$ cat src/rtl/dec_accum_s.sv
// Serial signed decimal-to-binary converter: one BCD digit per handshake, MS digit first,
// with saturation to the signed W-bit range and an error flag for non-decimal digits.
module dec_accum_s #(
   parameter int W    = 16,
   parameter int NDIG = 5
) (
   input  logic         clk,
   input  logic         rst,
   input  logic         start,
   input  logic         neg,
   input  logic         digit_valid,
   input  logic [3:0]   digit,
   input  logic         last,
   output logic         digit_ready,
   output logic [W-1:0] result,
   output logic         result_valid,
   input  logic         result_ready,
   output logic         ovf,
   output logic         err
);

   localparam int CW = $clog2(NDIG + 1);

   typedef enum logic [1:0] {
      IDLE = 2'd0,
      ACC  = 2'd1,
      DONE = 2'd2
   } state_t;

   state_t         state_r, state_nxt_s;
   logic [W-1:0]   acc_r, acc_nxt_s;
   logic [CW-1:0]  cnt_r, cnt_nxt_s;
   logic           neg_r, neg_nxt_s;
   logic           ovf_r, ovf_nxt_s;
   logic           err_r, err_nxt_s;
   logic [W-1:0]   result_r, result_nxt_s;
   logic           digit_ready_r;
   logic           result_valid_r;
   logic [W+3:0]   sum_s;
   logic [W+3:0]   lim_s;

   // x10 as (acc<<3)+(acc<<1) plus the digit, four guard bits so nothing wraps
   assign sum_s = {1'b0, acc_r, 3'b000} + {3'b000, acc_r, 1'b0} + {{W{1'b0}}, digit};
   // Negative numbers may reach one further: |most-negative| = 2^(W-1)
   assign lim_s = {5'b00000, {(W-1){1'b1}}} + {{(W+3){1'b0}}, neg_r};

   // Next-state and datapath update
   always_comb begin
      state_nxt_s = state_r;
      acc_nxt_s   = acc_r;
      cnt_nxt_s   = cnt_r;
      neg_nxt_s   = neg_r;
      ovf_nxt_s   = ovf_r;
      err_nxt_s   = err_r;
      case (state_r)
         IDLE: begin
            if (start) begin
               acc_nxt_s   = {W{1'b0}};
               cnt_nxt_s   = {CW{1'b0}};
               neg_nxt_s   = neg;
               ovf_nxt_s   = 1'b0;
               err_nxt_s   = 1'b0;
               state_nxt_s = ACC;
            end else begin
               state_nxt_s = IDLE;
            end
         end
         ACC: begin
            if (digit_valid && digit_ready_r) begin
               if (digit > 4'd9) begin
                  err_nxt_s   = 1'b1;
                  state_nxt_s = DONE;
               end else begin
                  if (sum_s > lim_s) begin
                     acc_nxt_s = lim_s[W-1:0];
                     ovf_nxt_s = 1'b1;
                  end else begin
                     acc_nxt_s = sum_s[W-1:0];
                  end
                  cnt_nxt_s = cnt_r + {{(CW-1){1'b0}}, 1'b1};
                  if (last || (cnt_r == CW'(NDIG - 1))) begin
                     state_nxt_s = DONE;
                  end else begin
                     state_nxt_s = ACC;
                  end
               end
            end else begin
               state_nxt_s = ACC;
            end
         end
         DONE: begin
            if (result_ready) begin
               // A start arriving with the result handshake begins the next number at once
               if (start) begin
                  acc_nxt_s   = {W{1'b0}};
                  cnt_nxt_s   = {CW{1'b0}};
                  neg_nxt_s   = neg;
                  ovf_nxt_s   = 1'b0;
                  err_nxt_s   = 1'b0;
                  state_nxt_s = ACC;
               end else begin
                  state_nxt_s = IDLE;
               end
            end else begin
               state_nxt_s = DONE;
            end
         end
         default: begin
            state_nxt_s = IDLE;
         end
      endcase
   end

   // Result is captured only on the transition into DONE
   always_comb begin
      result_nxt_s = result_r;
      if ((state_r == ACC) && (state_nxt_s == DONE)) begin
         if (err_nxt_s) begin
            result_nxt_s = {W{1'b0}};
         end else if (neg_r) begin
            result_nxt_s = {W{1'b0}} - acc_nxt_s;
         end else begin
            result_nxt_s = acc_nxt_s;
         end
      end else begin
         result_nxt_s = result_r;
      end
   end

   // State, datapath and registered handshake outputs
   always_ff @(posedge clk) begin
      if (rst) begin
         state_r        <= IDLE;
         acc_r          <= {W{1'b0}};
         cnt_r          <= {CW{1'b0}};
         neg_r          <= 1'b0;
         ovf_r          <= 1'b0;
         err_r          <= 1'b0;
         result_r       <= {W{1'b0}};
         digit_ready_r  <= 1'b0;
         result_valid_r <= 1'b0;
      end else begin
         state_r        <= state_nxt_s;
         acc_r          <= acc_nxt_s;
         cnt_r          <= cnt_nxt_s;
         neg_r          <= neg_nxt_s;
         ovf_r          <= ovf_nxt_s;
         err_r          <= err_nxt_s;
         result_r       <= result_nxt_s;
         digit_ready_r  <= (state_nxt_s == ACC);
         result_valid_r <= (state_nxt_s == DONE);
      end
   end

   assign digit_ready  = digit_ready_r;
   assign result_valid = result_valid_r;
   assign result       = result_r;
   assign ovf          = ovf_r;
   assign err          = err_r;

endmodule

$ cat config.mk
export PLATFORM = sky130hd
export DESIGN_NAME = dec_accum_s
export DESIGN_NICKNAME = d
export VERILOG_FILES = /design/src/rtl/dec_accum_s.sv
export SDC_FILE = /design/constraint.sdc
export NUM_CORES = 1
export LEC_CHECK = 0
export ABC_AREA = 1
export BUFFER_PORTS_ARGS = -buffer_cell sky130_fd_sc_hd__buf_2
export CORE_MARGIN = 3
export CORE_UTILIZATION = 45
export DETAILED_ROUTE_END_ITERATION = 10
export GPL_ROUTABILITY_DRIVEN = 0
export GPL_TIMING_DRIVEN = 1
export SETUP_SLACK_MARGIN = 0.02
export SLEW_MARGIN = 40
export SYNTH_ARGS = -nofsm -noshare
export SYNTH_HDL_FRONTEND = slang
export SYNTH_SLANG_ARGS = --single-unit
export TNS_END_PERCENT = 100
$ cat constraint.sdc
create_clock -name clk -period 8.6 [get_ports clk]
set_clock_uncertainty 0.1 [all_clocks]
set_input_delay 1.72 -clock clk [delete_from_list [all_inputs] [get_ports clk]]
set_output_delay 1.72 -clock clk [all_outputs]
set_load 0.02 [all_outputs]
# Yosys cells after proc, flatten, opt, wreduce, memory -nomap -nowiden
# Index checks and enable logic that the tools add are counted.
# W data, S select, Z words.
word_totals:
  ff_bits: 42
  input_bits: 11
  out_inout_bits: 20
  elab_cells: 67
op_classes:
  n_addsub: 5
  magnitude_cmp: 2
  n_eq_ne: 9
  n_mux: 33
  n_reduce_logical: 9
op_table:
  columns: ["cell", "n"]
  rows:
  - ["$mux W16", 7]
  - ["$pmux W16 S3", 1]
  - ["$add A19 B17 Y20", 1]
  - ["$add A20 B4 Y20", 1]
  - ["$gt A20 B16 Y1", 1]
  - ["$add A15 B1 Y16 const A", 1]
  - ["$sub A1 B16 Y16 const A", 1]
  - ["$mux W1", 12]
  - ["$mux W3", 4]
  - ["$pmux W3 S3", 1]
  - ["$mux W2", 4]
  - ["$ne A2 B2 Y1 const B", 4]
  - ["$pmux W1 S3", 2]
  - ["$pmux W2 S3", 1]
  - ["$reduce_and A5 Y1", 1]
  - ["$eq A2 B1 Y1 const B", 2]
  - ["$eq A2 B2 Y1 const B", 2]
  - ["$gt A4 B4 Y1 const B", 1]
  - ["$reduce_and A4 Y1", 1]
  - ["$add A3 B1 Y3 const B", 1]
  - ["$eq A3 B3 Y1 const B", 1]
  - ["$reduce_bool A3 Y1", 1]
  - ["$logic_and A1 B1 Y1", 2]
  - ["$logic_not A2 Y1", 1]
  - ["other kinds (4)", 4]

# Longest topological paths before layout
# Gate-level depths: netlist of run 1.
logic_depth:
  ltp_word: 10
  mapped_depth: 33
  ltp_nobuf: 32

# Worst setup path before layout of run 1
# No wires, ideal clock.
synth_path:
  path_kind: "input to register"
  from: "in digit[3]"
  to: "reg result_r[14] (netlist: result[14])"
  setup_ns: 0.071
  arrival_time_ns: 5.664
  t_required_ns: 8.429
  path_slack_ns: 2.765
  stages: 31
  n_path_buf: 1
  cell_sequence: "fa_1 ha_1 nand3_1 nand3_2 a21oi_1 o21ai_0 xnor2_1 inv_1 ha_1 nand2_1 nor2_1 and2_1 nand2_1 nand3_1 nand2_1 nand2_1 nand2_1 nand3_4 buf_6 nor2_2 nor2_1 a21oi_4 ha_1 nand3_1 nor2_1 nand3_1 nand2_1 nand3_1 nand2_1 nand3_1 a21oi_1"
synth_via:
  elab_chain_len: 9
  elab_cells_between_ends: 18
  cone_classes: "add/sub (2); order compare (2); eq/ne (1); mux (12); reduce/logical (1)"
synth_lines:
  columns: ["item", "line", "rtl"]
  rows:
  - ["start: declaration", "12", "input logic [3:0] digit,"]
  - ["$add A20 B4 Y20", "43", "assign sum_s = {1'b0, acc_r, 3'b000} + {3'b000, acc_r, 1'b0} + {{W{1'b0}}, digit};"]
  - ["$gt A20 B16 Y1", "74", "if (sum_s > lim_s) begin"]
  - ["$mux W16", "74", null]
  - ["$mux W16", "70", "if (digit > 4'd9) begin"]
  - ["$mux W16", "69", "if (digit_valid && digit_ready_r) begin"]
  - ["$pmux W16 S3", "55", "case (state_r)"]
  - ["$sub A1 B16 Y16", "121", "result_nxt_s = {W{1'b0}} - acc_nxt_s;"]
  - ["$mux W16", "120", "end else if (neg_r) begin"]
  - ["$mux W16", "118", "if (err_nxt_s) begin"]
  - ["end signal: assignment", "139", "result_r <= {W{1'b0}};"]
  - ["end signal: assignment", "149", "result_r <= result_nxt_s;"]
  - ["end: declaration", "36", "logic [W-1:0] result_r, result_nxt_s;"]
# Parallel ways exist; a longest one is shown, timed or not.
# A chain may end at the register's enable or synchronous reset.

# Final worst setup path of run 1
# Ends and elaborated chain as after synthesis.

==> reports/metrics.cfg, run 1 <==
[synthesis]
synth_seq_cells=42
yosysWarnings=0
netlist_instances=601
synth_cell_type_count=41
synthesis.nets=664
seq_area_frac_synth_pct=21.91
synth_area_um2=3837
avgSynthCellArea_um2=6.385

[global_routing]
antenna_found_initial=0
track_usage_pct=19.89
overflow=0
grt_pass1_wl_um=16090
grt_max_degree=38
grt_pass1_vias=3474

[power_and_ir_drop]
p_sw_share_pct=31.30
powerDensity_nw_per_um2=110.7
p_seq_share_pct=43.8
peakVddDrop_uv=112.0
clockPowerShare_pct=33.1
p_switching_w=0.0001450
p_leak_nw=2.245
p_int_w=0.0003182
p_comb_share_pct=23.1

[timing]
fmax_mhz=160.3
post-route-period-util_pct=72.54
rsz0062_at_grt=no
hold_viol=0
setup_slack_ns=2.361
setup_viol=0
relSlewSlack_pct=55.49
final_max_slew_viol_count=0
fin_tns_setup_ns=0
post-route-min-period_ns=6.239
tightestPinTransition_ns=0.6676
hold_ws_ns=0.3641

[detailed_routing]
drt_wl_total_um=9407
via_per_inst=5.061
drt-pass1-iter-count=5
drc=0
drtIter0Drc=148
drtAntennaViolNets=0
via_count=3710
wire_per_inst_um=12.83

[worst_setup_path]
reg2reg_depth=30
cp_slowest_stage_delay_ns=0.53
crit_top_cell=nand2_1
critPathBufInv=2
arrival_ns=6.35
end_kind=flop
ff2ff_setup_slack_ns=3.51
critPathTopFamily=simple AND/OR/NAND/NOR gates
crit_type=input port to flop
critical_path.max_fanout=14
crit_path_start_kind=input port
required_ns=8.72
worst_path_max_delay_cell=fa_1
path_depth=31

[clocking]
path_clk_slew_ns=0.08
cts_buffer_depth=2
cts_tree=built
clk_latency_ns=0.29
cts.htree.levels=2
cts_sinks=42
cts_buffers=5
cts_root_buffer=clkbuf_8
post-cts-setup-buffer-count=0
postCtsResizedCells=0
holdBufCountCts=0

[finish]
area_growth_pct=9.097
n_antenna_cell=0
finalNonFillerCells=733
drive_gt1_share_pct=10.67
final_nets=690
final_util_pct=50.70

[hold_path]
hold_depth=2
hp-class=flop to flop

[floorplan]
initial_utilization_pct=46.47
fp.dieArea_um2=9672
io_pins=31
die_w_um=98.35
rows=33
die_h_um=98.35
core-area_um2=8258

[job]
max-cap-violations=0

[place]
pre_cts_ws_ns=2.081
io_buffers=30
dp_cells=725
dp_hpwl_um=7851

[status]
status=complete, no violations

## final cells by class
cell class / instances / area, µm²
fillers: 870 / 4071
multi-input cells: 469 / 2650
flip-flops and latches: 42 / 840.8
inverters: 78 / 292.8
repair buffers: 31 / 157.7
well taps: 105 / 131.4
clock buffers: 5 / 68.82
clock inverters: 3 / 45.04
## layer usage
metal	part of all wire, %	GRT usage (%)	wire length (µm)	up-vias
li1	-	-	-	2001
met1	52	28.18	4882	1654
met2	46	33.07	4285	51
met3	2.1	1.857	199	4
met4	0.43	3.887	40	0
met5	0	0	0	-
## path summary, 6_finish.rpt
| kind | start | endpoint |
|---|---|---|
| setup / recovery | digit[3] | result[14] |
| hold / removal | result[13] | result[13] |
| setup reg to reg | acc_r[2] | result[14] |
| hold reg to reg | result[13] | result[13] |
## power by group through the flow
stage / Clock, W / Combinational (W) / Sequential, W
2_1_floorplan: 0 / 0.0000799 / 0.000209
3_3_place_gp: 0 / 0.000105 / 0.000207
3_5_place_dp: 0 / 0.000107 / 0.000207
4_1_cts: 0.000159 / 0.000107 / 0.000203
5_1_grt: 0.000165 / 0.000123 / 0.000204
6_report: 0.000153 / 0.000107 / 0.000203
## registers in the layout, summed over array words and instances, names as in the netlist
register and flops:
neg_r 1, result_valid 1, result 16, state_r 2, digit_ready 1, acc_r 16, ovf 1, cnt_r 3
err 1
## metrics by stage
step | total power [W] | cell area, µm²
global route | 0.0004916 | 4187
CTS | 0.0004690 | 4187
detailed placement | 0.0003144 | 4073
global placement | 0.0003119 | 4070
floorplan | 0.0002891 | 3837
finish | 0.0004633 | 4187
## worst min-delay path: stages, from the launching register on
cell and delay, ns:
dfxtp_1 0.31, nand2_1 0.06, a21oi_1 0.05
## cells by family after synthesis
kind of cell    count (synthesis)  share of synthesized area, %
simple gates                  317                         35.80
buf+inv                        90                         9.097
compound gates                 88                         13.11
fa+ha+maj                      52                         17.35
flops                          42                         21.91
xor+xnor                       12                         2.739
## Yosys cell counts
cell / number / area, µm²
o211ai_1: 2 / 15.01
nor2_1: 76 / 285.3
o21a_1: 1 / 7.510
buf_6: 1 / 11.26
and3_1: 3 / 18.77
buf_1: 1 / 3.750
nor3_1: 4 / 20.02
o21bai_1: 2 / 15.01
nand3_4: 1 / 17.52
o21ai_0: 18 / 90.09
a211oi_1: 3 / 22.52
nand3_2: 2 / 20.02
nand3_1: 39 / 195.2
a21boi_0: 2 / 15.01
nand2_2: 7 / 43.79
ha_1: 50 / 625.6
clkbuf_1: 9 / 33.78
a32o_1: 1 / 10.01
clkbuf_4: 1 / 7.510
xor2_1: 7 / 61.31
or2_1: 1 / 6.260
xnor2_1: 5 / 43.79
inv_1: 72 / 270.3
a31o_2: 2 / 17.52
a21o_1: 2 / 15.01
nor2_4: 4 / 45.04
dfxtp_1: 42 / 840.8
nand2_1: 165 / 619.3
a21oi_1: 46 / 230.2
fa_1: 2 / 40.04
o21ai_1: 5 / 25.02
a31oi_1: 1 / 6.260
a21oi_4: 1 / 16.27
nand4_1: 7 / 43.79
nor2_2: 2 / 12.51
o32ai_1: 1 / 8.760
and2_1: 3 / 18.77
nand4_2: 1 / 12.51
a21oi_2: 1 / 8.760
inv_2: 6 / 22.52
nand3b_1: 2 / 15.01
## placed cells by master (no fill, tap or decap), drive strengths merged, types with 5 or more instances in the layout
master  synthesis  final
nand2         172    172
nor2           82     82
inv            78     78
ha             50     50
a21oi          48     48
dfxtp          42     42
nand3          42     42
buf             2     31
o21ai          23     23
nand4           8      8
xor2            7      7
xnor2           5      5
clkbuf         10      5
Note: power is estimated with default switching activity, not from simulation.
==> run 2: changes to the inputs <==
==> constraint.sdc (replaced) <==
create_clock -name clk -period 6.46 [get_ports clk]
set_clock_uncertainty 0.1 [all_clocks]
set_input_delay 1.292 -clock clk [delete_from_list [all_inputs] [get_ports clk]]
set_output_delay 1.292 -clock clk [all_outputs]
set_load 0.02 [all_outputs]
==> reports/metrics.cfg, run 2 (synthesis gave the netlist of run 1 again) <==
[status]
status=complete, no violations

[power_and_ir_drop]
p_leak_nw=2.252  ; +0.34%
powerDensity_nw_per_um2=146.4  ; +32%
peakVddDrop_uv=123.4  ; +10%

[worst_setup_path]
crit_path_start_kind=input port
end_kind=flop
crit_type=input port to flop
crit_top_cell=nand2_1
critPathTopFamily=simple AND/OR/NAND/NOR gates
arrival_ns=5.95  ; -0.40 ns
required_ns=6.58  ; -2.14 ns
critPathBufInv=2  ; unchanged
cp_slowest_stage_delay_ns=0.53  ; about the same
critical_path.max_fanout=14  ; unchanged
worst_path_max_delay_cell=fa_1

[detailed_routing]
drt-pass1-iter-count=4  ; -1
drt_wl_total_um=9340  ; -0.71%
via_per_inst=5.040  ; -0.43%
drtIter0Drc=190  ; +28%
drc=0  ; unchanged
via_count=3694  ; -0.43%
drtAntennaViolNets=0  ; unchanged
wire_per_inst_um=12.74  ; -0.71%

[floorplan]
die_h_um=98.35  ; unchanged
fp.dieArea_um2=9672  ; unchanged
io_pins=31  ; unchanged
core-area_um2=8258  ; unchanged
initial_utilization_pct=46.47  ; unchanged
rows=33  ; unchanged
die_w_um=98.35  ; unchanged

[timing]
fin_tns_setup_ns=0  ; unchanged
final_max_slew_viol_count=0  ; unchanged
fmax_mhz=171.5
post-route-min-period_ns=5.831
relSlewSlack_pct=55.84  ; +0.35 points
rsz0062_at_grt=no
hold_viol=0  ; unchanged
tightestPinTransition_ns=0.6624  ; -0.005261 ns
setup_viol=0  ; unchanged
post-route-period-util_pct=90.27

[place]
dp_hpwl_um=7776  ; -0.95%
io_buffers=30  ; unchanged

[clocking]
path_clk_slew_ns=0.08  ; about the same
cts_buffer_depth=2  ; unchanged
post-cts-setup-buffer-count=0  ; unchanged
cts_root_buffer=clkbuf_8
cts_sinks=42  ; unchanged
clk_latency_ns=0.29  ; about the same
holdBufCountCts=0  ; unchanged
postCtsResizedCells=0  ; unchanged
cts.htree.levels=2  ; unchanged
cts_tree=built
cts_buffers=5  ; unchanged

[global_routing]
grt_max_degree=38  ; unchanged
antenna_found_initial=0  ; unchanged
grt_pass1_vias=3523  ; +1.4%
grt_pass1_wl_um=16300  ; +1.3%
overflow=0  ; unchanged
track_usage_pct=20.08  ; +0.19 points

[finish]
drive_gt1_share_pct=10.67  ; unchanged
mostFrequentLayoutCell=nand2_1
final_nets=690  ; unchanged
final_util_pct=50.64  ; -0.061 points
n_antenna_cell=0  ; unchanged
area_growth_pct=8.966
final_cell_mix=165 x nand2_1, 75 x nor2_1, 72 x inv_1

[hold_path]
hp-class=flop to flop

[job]
max-cap-violations=0  ; unchanged

[run 2: area by class of cell]
| type | count | area, µm² |
|---|---|---|
| Multi-Input combinational cell | 469 | 2650 |
| Timing Repair Buffer | 31 | 157.7 |
| Sequential cell | 42 | 840.8 |
| Inverter | 78 | 292.8 |
| Tap cell | 105 | 131.4 |
| Clock buffer | 5 | 68.82 |
| Fill cell | 883 | 4076 |
| Clock inverter | 3 | 40.04 |
[run 2: per-layer routing]
layer	share of wire (%)	up-vias	global-route usage [%]	routed length, µm
li1	-	1994	-	-
met1	51	1641	28.38	4779
met2	46	55	33.49	4258
met3	2.6	4	1.714	246
met4	0.59	0	4.097	55
met5	0	-	0	0
[run 2: path summary, 6_finish.rpt]
kind	end	startpoint	depth (start not counted)	slack [ns]
min reg2reg	result[13]	result[13]	2	0.36
min	result[13]	result[13]	2	0.36
max	result[14]	digit[3]	31	0.63
max reg2reg	result[14]	acc_r[2]	30	1.34
[run 2: report_power, final]
part           switching [W]  internal, W  total, W
Clock              0.0000858     0.000114  0.000199
Sequential        0.00000492     0.000265  0.000270
Combinational      0.0000989    0.0000436  0.000143
[run 2: stage by stage]
step	instance area (µm²)	hold slack [ns]	std cells	total power (W)	setup WS, ns
2_1_floorplan	3837	0.3611	601	0.0003848	1.053
4_1_cts	4182	0.3688	733	0.0006208	0.6524
3_3_place_gp	4070	0.3509	725	0.0004152	0.5364
6_report	4182	0.3643	733	0.0006121	0.6285
3_5_place_dp	4073	0.3558	725	0.0004184	0.3384
5_1_grt	4182	0.3954	733	0.0006512	0.04848
[run 2: worst reg2reg max path: cells and delay by family, from the launching register on]
kind,cells,cell delay [ns]
compound gates,4,0.74
simple gates,20,2.10
fa+ha+maj,4,1.33
buf+inv,1,0.07
xor+xnor,1,0.28
flops,1,0.43
==> run 3: changes to the inputs <==
--- a/config.mk
+++ b/config.mk
@@ -12,6 +12,7 @@
 export DETAILED_ROUTE_END_ITERATION = 10
 export GPL_ROUTABILITY_DRIVEN = 0
 export GPL_TIMING_DRIVEN = 1
+export PLACE_DENSITY = 0.65
 export SETUP_SLACK_MARGIN = 0.02
 export SLEW_MARGIN = 40
 export SYNTH_ARGS = -nofsm -noshare
==> constraint.sdc (replaced) <==
create_clock -name clk -period 4.71 [get_ports clk]
set_clock_uncertainty 0.1 [all_clocks]
set_input_delay 0.942 -clock clk [delete_from_list [all_inputs] [get_ports clk]]
set_output_delay 0.942 -clock clk [all_outputs]
set_load 0.02 [all_outputs]
==> reports/metrics.cfg, run 3 (synthesis gave the netlist of run 1 again) <==
[clocking]
cts_root_buffer=clkbuf_8
clk_latency_ns=0.29  ; about the same
cts.htree.levels=2  ; unchanged
cts_sinks=42  ; unchanged
cts_buffers=5  ; unchanged
path_clk_slew_ns=0.08  ; about the same
holdBufCountCts=0  ; unchanged
cts_buffer_depth=2  ; unchanged
cts_tree=built

[status]
status=finished, violations left
violations=setup timing

[worst_setup_path]
critical_path.endpoint=result[4]
cp-startpoint=digit[3]
end_kind=flop
crit_type=input port to flop
ff2ff_setup_slack_ns=-0.02  ; -1.36 ns
arrival_ns=5.04  ; -0.91 ns
crit_path_start_kind=input port
required_ns=4.84  ; -1.74 ns
critical_path.max_fanout=8  ; -6
timing.rr.start=acc_r[5]
reg2reg_depth=25  ; -17%
r2r-end=result[4]

[detailed_routing]
drtIter0Drc=211  ; +11%
drtAntennaViolNets=0  ; unchanged
via_count=4192  ; +13%
drt-pass1-iter-count=5  ; +1
via_per_inst=5.169  ; +2.6%
drt_wl_total_um=11310  ; +21%
drc=0  ; unchanged
wire_per_inst_um=13.94  ; +9.4%

[global_routing]
grt_pass1_vias=3992  ; +13%
grt_use_met2_pct=37.75  ; +4.3 points
busiest_layer=met2
antenna_found_initial=0  ; unchanged
track_usage_pct=22.53  ; +2.5 points
grt_use_met1_pct=30.76  ; +2.4 points
grt_pass1_wl_um=18200  ; +12%
grt_util_met3_pct=2.714  ; +1.0 points
grt_max_degree=38  ; unchanged
overflow=0  ; unchanged

[finish]
drive_gt1_share_pct=32.29  ; +22 points
mostFrequentLayoutCell=nand2_1
multiInputGateArea_um2=3179  ; +20%
area_growth_pct=38.38
regArea_um2=840.8  ; unchanged
final_nets=768  ; +11%
final_cell_mix=143 x nand2_1, 77 x buf_4, 70 x inv_1
n_antenna_cell=0  ; unchanged
fillers=750  ; -15%

[power_and_ir_drop]
p_sw_share_pct=32.54  ; +1.6 points
powerDensity_nw_per_um2=176.1  ; +20%
p_seq_share_pct=39.6  ; -4.5 points
p_leak_nw=2.746  ; +22%
p_comb_share_pct=30.3  ; +7.0 points
p_int_w=0.0006309  ; +49%
peakVddDrop_uv=244.1  ; +98%
p_switching_w=0.0003043  ; +60%
clockPowerShare_pct=30.1  ; -2.5 points
power_w=0.0009352  ; +53%

[timing]
relSlewSlack_pct=53.73  ; -2.1 points
hold_viol=0  ; unchanged
tightestPinTransition_ns=0.6940  ; +0.03161 ns
setup_viol=13  ; +13
final_max_slew_viol_count=0  ; unchanged
post-route-min-period_ns=4.916
hold_ws_ns=0.3635  ; -0.0007800 ns
post-route-period-util_pct=104.4
rsz0062_at_grt=yes
fin_tns_setup_ns=-2.177  ; -2.177 ns
setup_slack_ns=-0.2056  ; -0.8341 ns
fmax_mhz=203.4

[hold_path]
hp-class=flop to flop

[floorplan]
initial_utilization_pct=46.47  ; unchanged
rows=33  ; unchanged
io_pins=31  ; unchanged
die_h_um=98.35  ; unchanged
core-area_um2=8258  ; unchanged
die_w_um=98.35  ; unchanged
fp.dieArea_um2=9672  ; unchanged

[place]
io_buffers=30  ; unchanged
dp_hpwl_um=8196  ; +5.4%

[job]
max-cap-violations=0  ; unchanged

run 3: changes by cell type in the layout (fill, tap and decap cells not counted), moves of 11 or more:
cell,change
buf_4,+76
nand2_1,-22
nand3_1,-11
nand2_2,+19
ha_1,-11
run 3: repair_timing:
action	CTS	global route
setup buffers	12	10
resized for setup	33	74
cloned	0	0
endpoints found under the setup margin	14	29
pin swaps	21	45
run 3: how the worst min path moves through the flow:
| stage | start | endpoint | slack, ns | cells after the start |
|---|---|---|---|---|
| 2_1_floorplan | cnt_r[1] | cnt_r[1] | 0.36 | 2 |
| 3_3_place_gp | ovf | ovf | 0.35 | 2 |
| 3_5_place_dp | result[10] | result[10] | 0.35 | 2 |
| 4_1_cts | result[7] | result[7] | 0.37 | 2 |
| 5_1_grt | result[10] | result[10] | 0.39 | 2 |
| 6_report | result[10] | result[10] | 0.36 | 2 |
run 3: power groups by stage:
| stage | Combinational, W | Clock [W] | Sequential [W] |
|---|---|---|---|
| 2_1_floorplan | 0.000149 | 0 | 0.000382 |
| 3_3_place_gp | 0.000219 | 0 | 0.000378 |
| 3_5_place_dp | 0.000225 | 0 | 0.000378 |
| 4_1_cts | 0.000248 | 0.000289 | 0.000370 |
| 5_1_grt | 0.000313 | 0.000306 | 0.000372 |
| 6_report | 0.000283 | 0.000282 | 0.000370 |
run 3: critical path, cell delays in order:
cell and delay [ns]:
buf_6 0.09, fa_2 0.56, ha_4 0.22, nand3_4 0.09, nand3_4 0.09, nand2_2 0.08
nand2_2 0.07, a31oi_4 0.18, xor2_1 0.23, inv_1 0.11, ha_4 0.24, a21oi_4 0.14
nor2_2 0.05, a211oi_2 0.19, nand2_1 0.09, nand2_2 0.10, nand3_4 0.16, nor2_4 0.17
nor2_4 0.05, a21oi_4 0.21, ha_4 0.17, nand3_4 0.08, buf_4 0.15, o21ai_2 0.15
o21ai_1 0.10, a21o_1 0.19, a21oi_2 0.13
run 3: layout make-up:
class | instances | share of cell area [%]
flip-flops and latches | 42 | 15.83
multi-input cells | 469 | 59.87
repair buffers | 109 | 14.26
well taps | 105 | 2.474
inverters | 78 | 5.514
clock inverters | 3 | 0.7540
clock buffers | 5 | 1.296
run 3: metrics by stage:
stage / setup slack (ns) / instance area [µm²] / util, % / cells
global route: -0.4089 / 5310 / 64.30 / 811
detailed placement: -0.6500 / 4536 / 54.92 / 782
global placement: -0.5704 / 4536 / 54.92 / 782
floorplan: -0.1928 / 3875 / - / 601
finish: -0.2056 / 5310 / 64.30 / 811
CTS: -0.2186 / 4871 / 58.98 / 801
run 3: metal layers:
metal	part of all wire (%)	up-vias
met5	0	-
met4	2.3	0
met1	47	1919
met2	47	98
li1	-	2152
met3	3.4	23
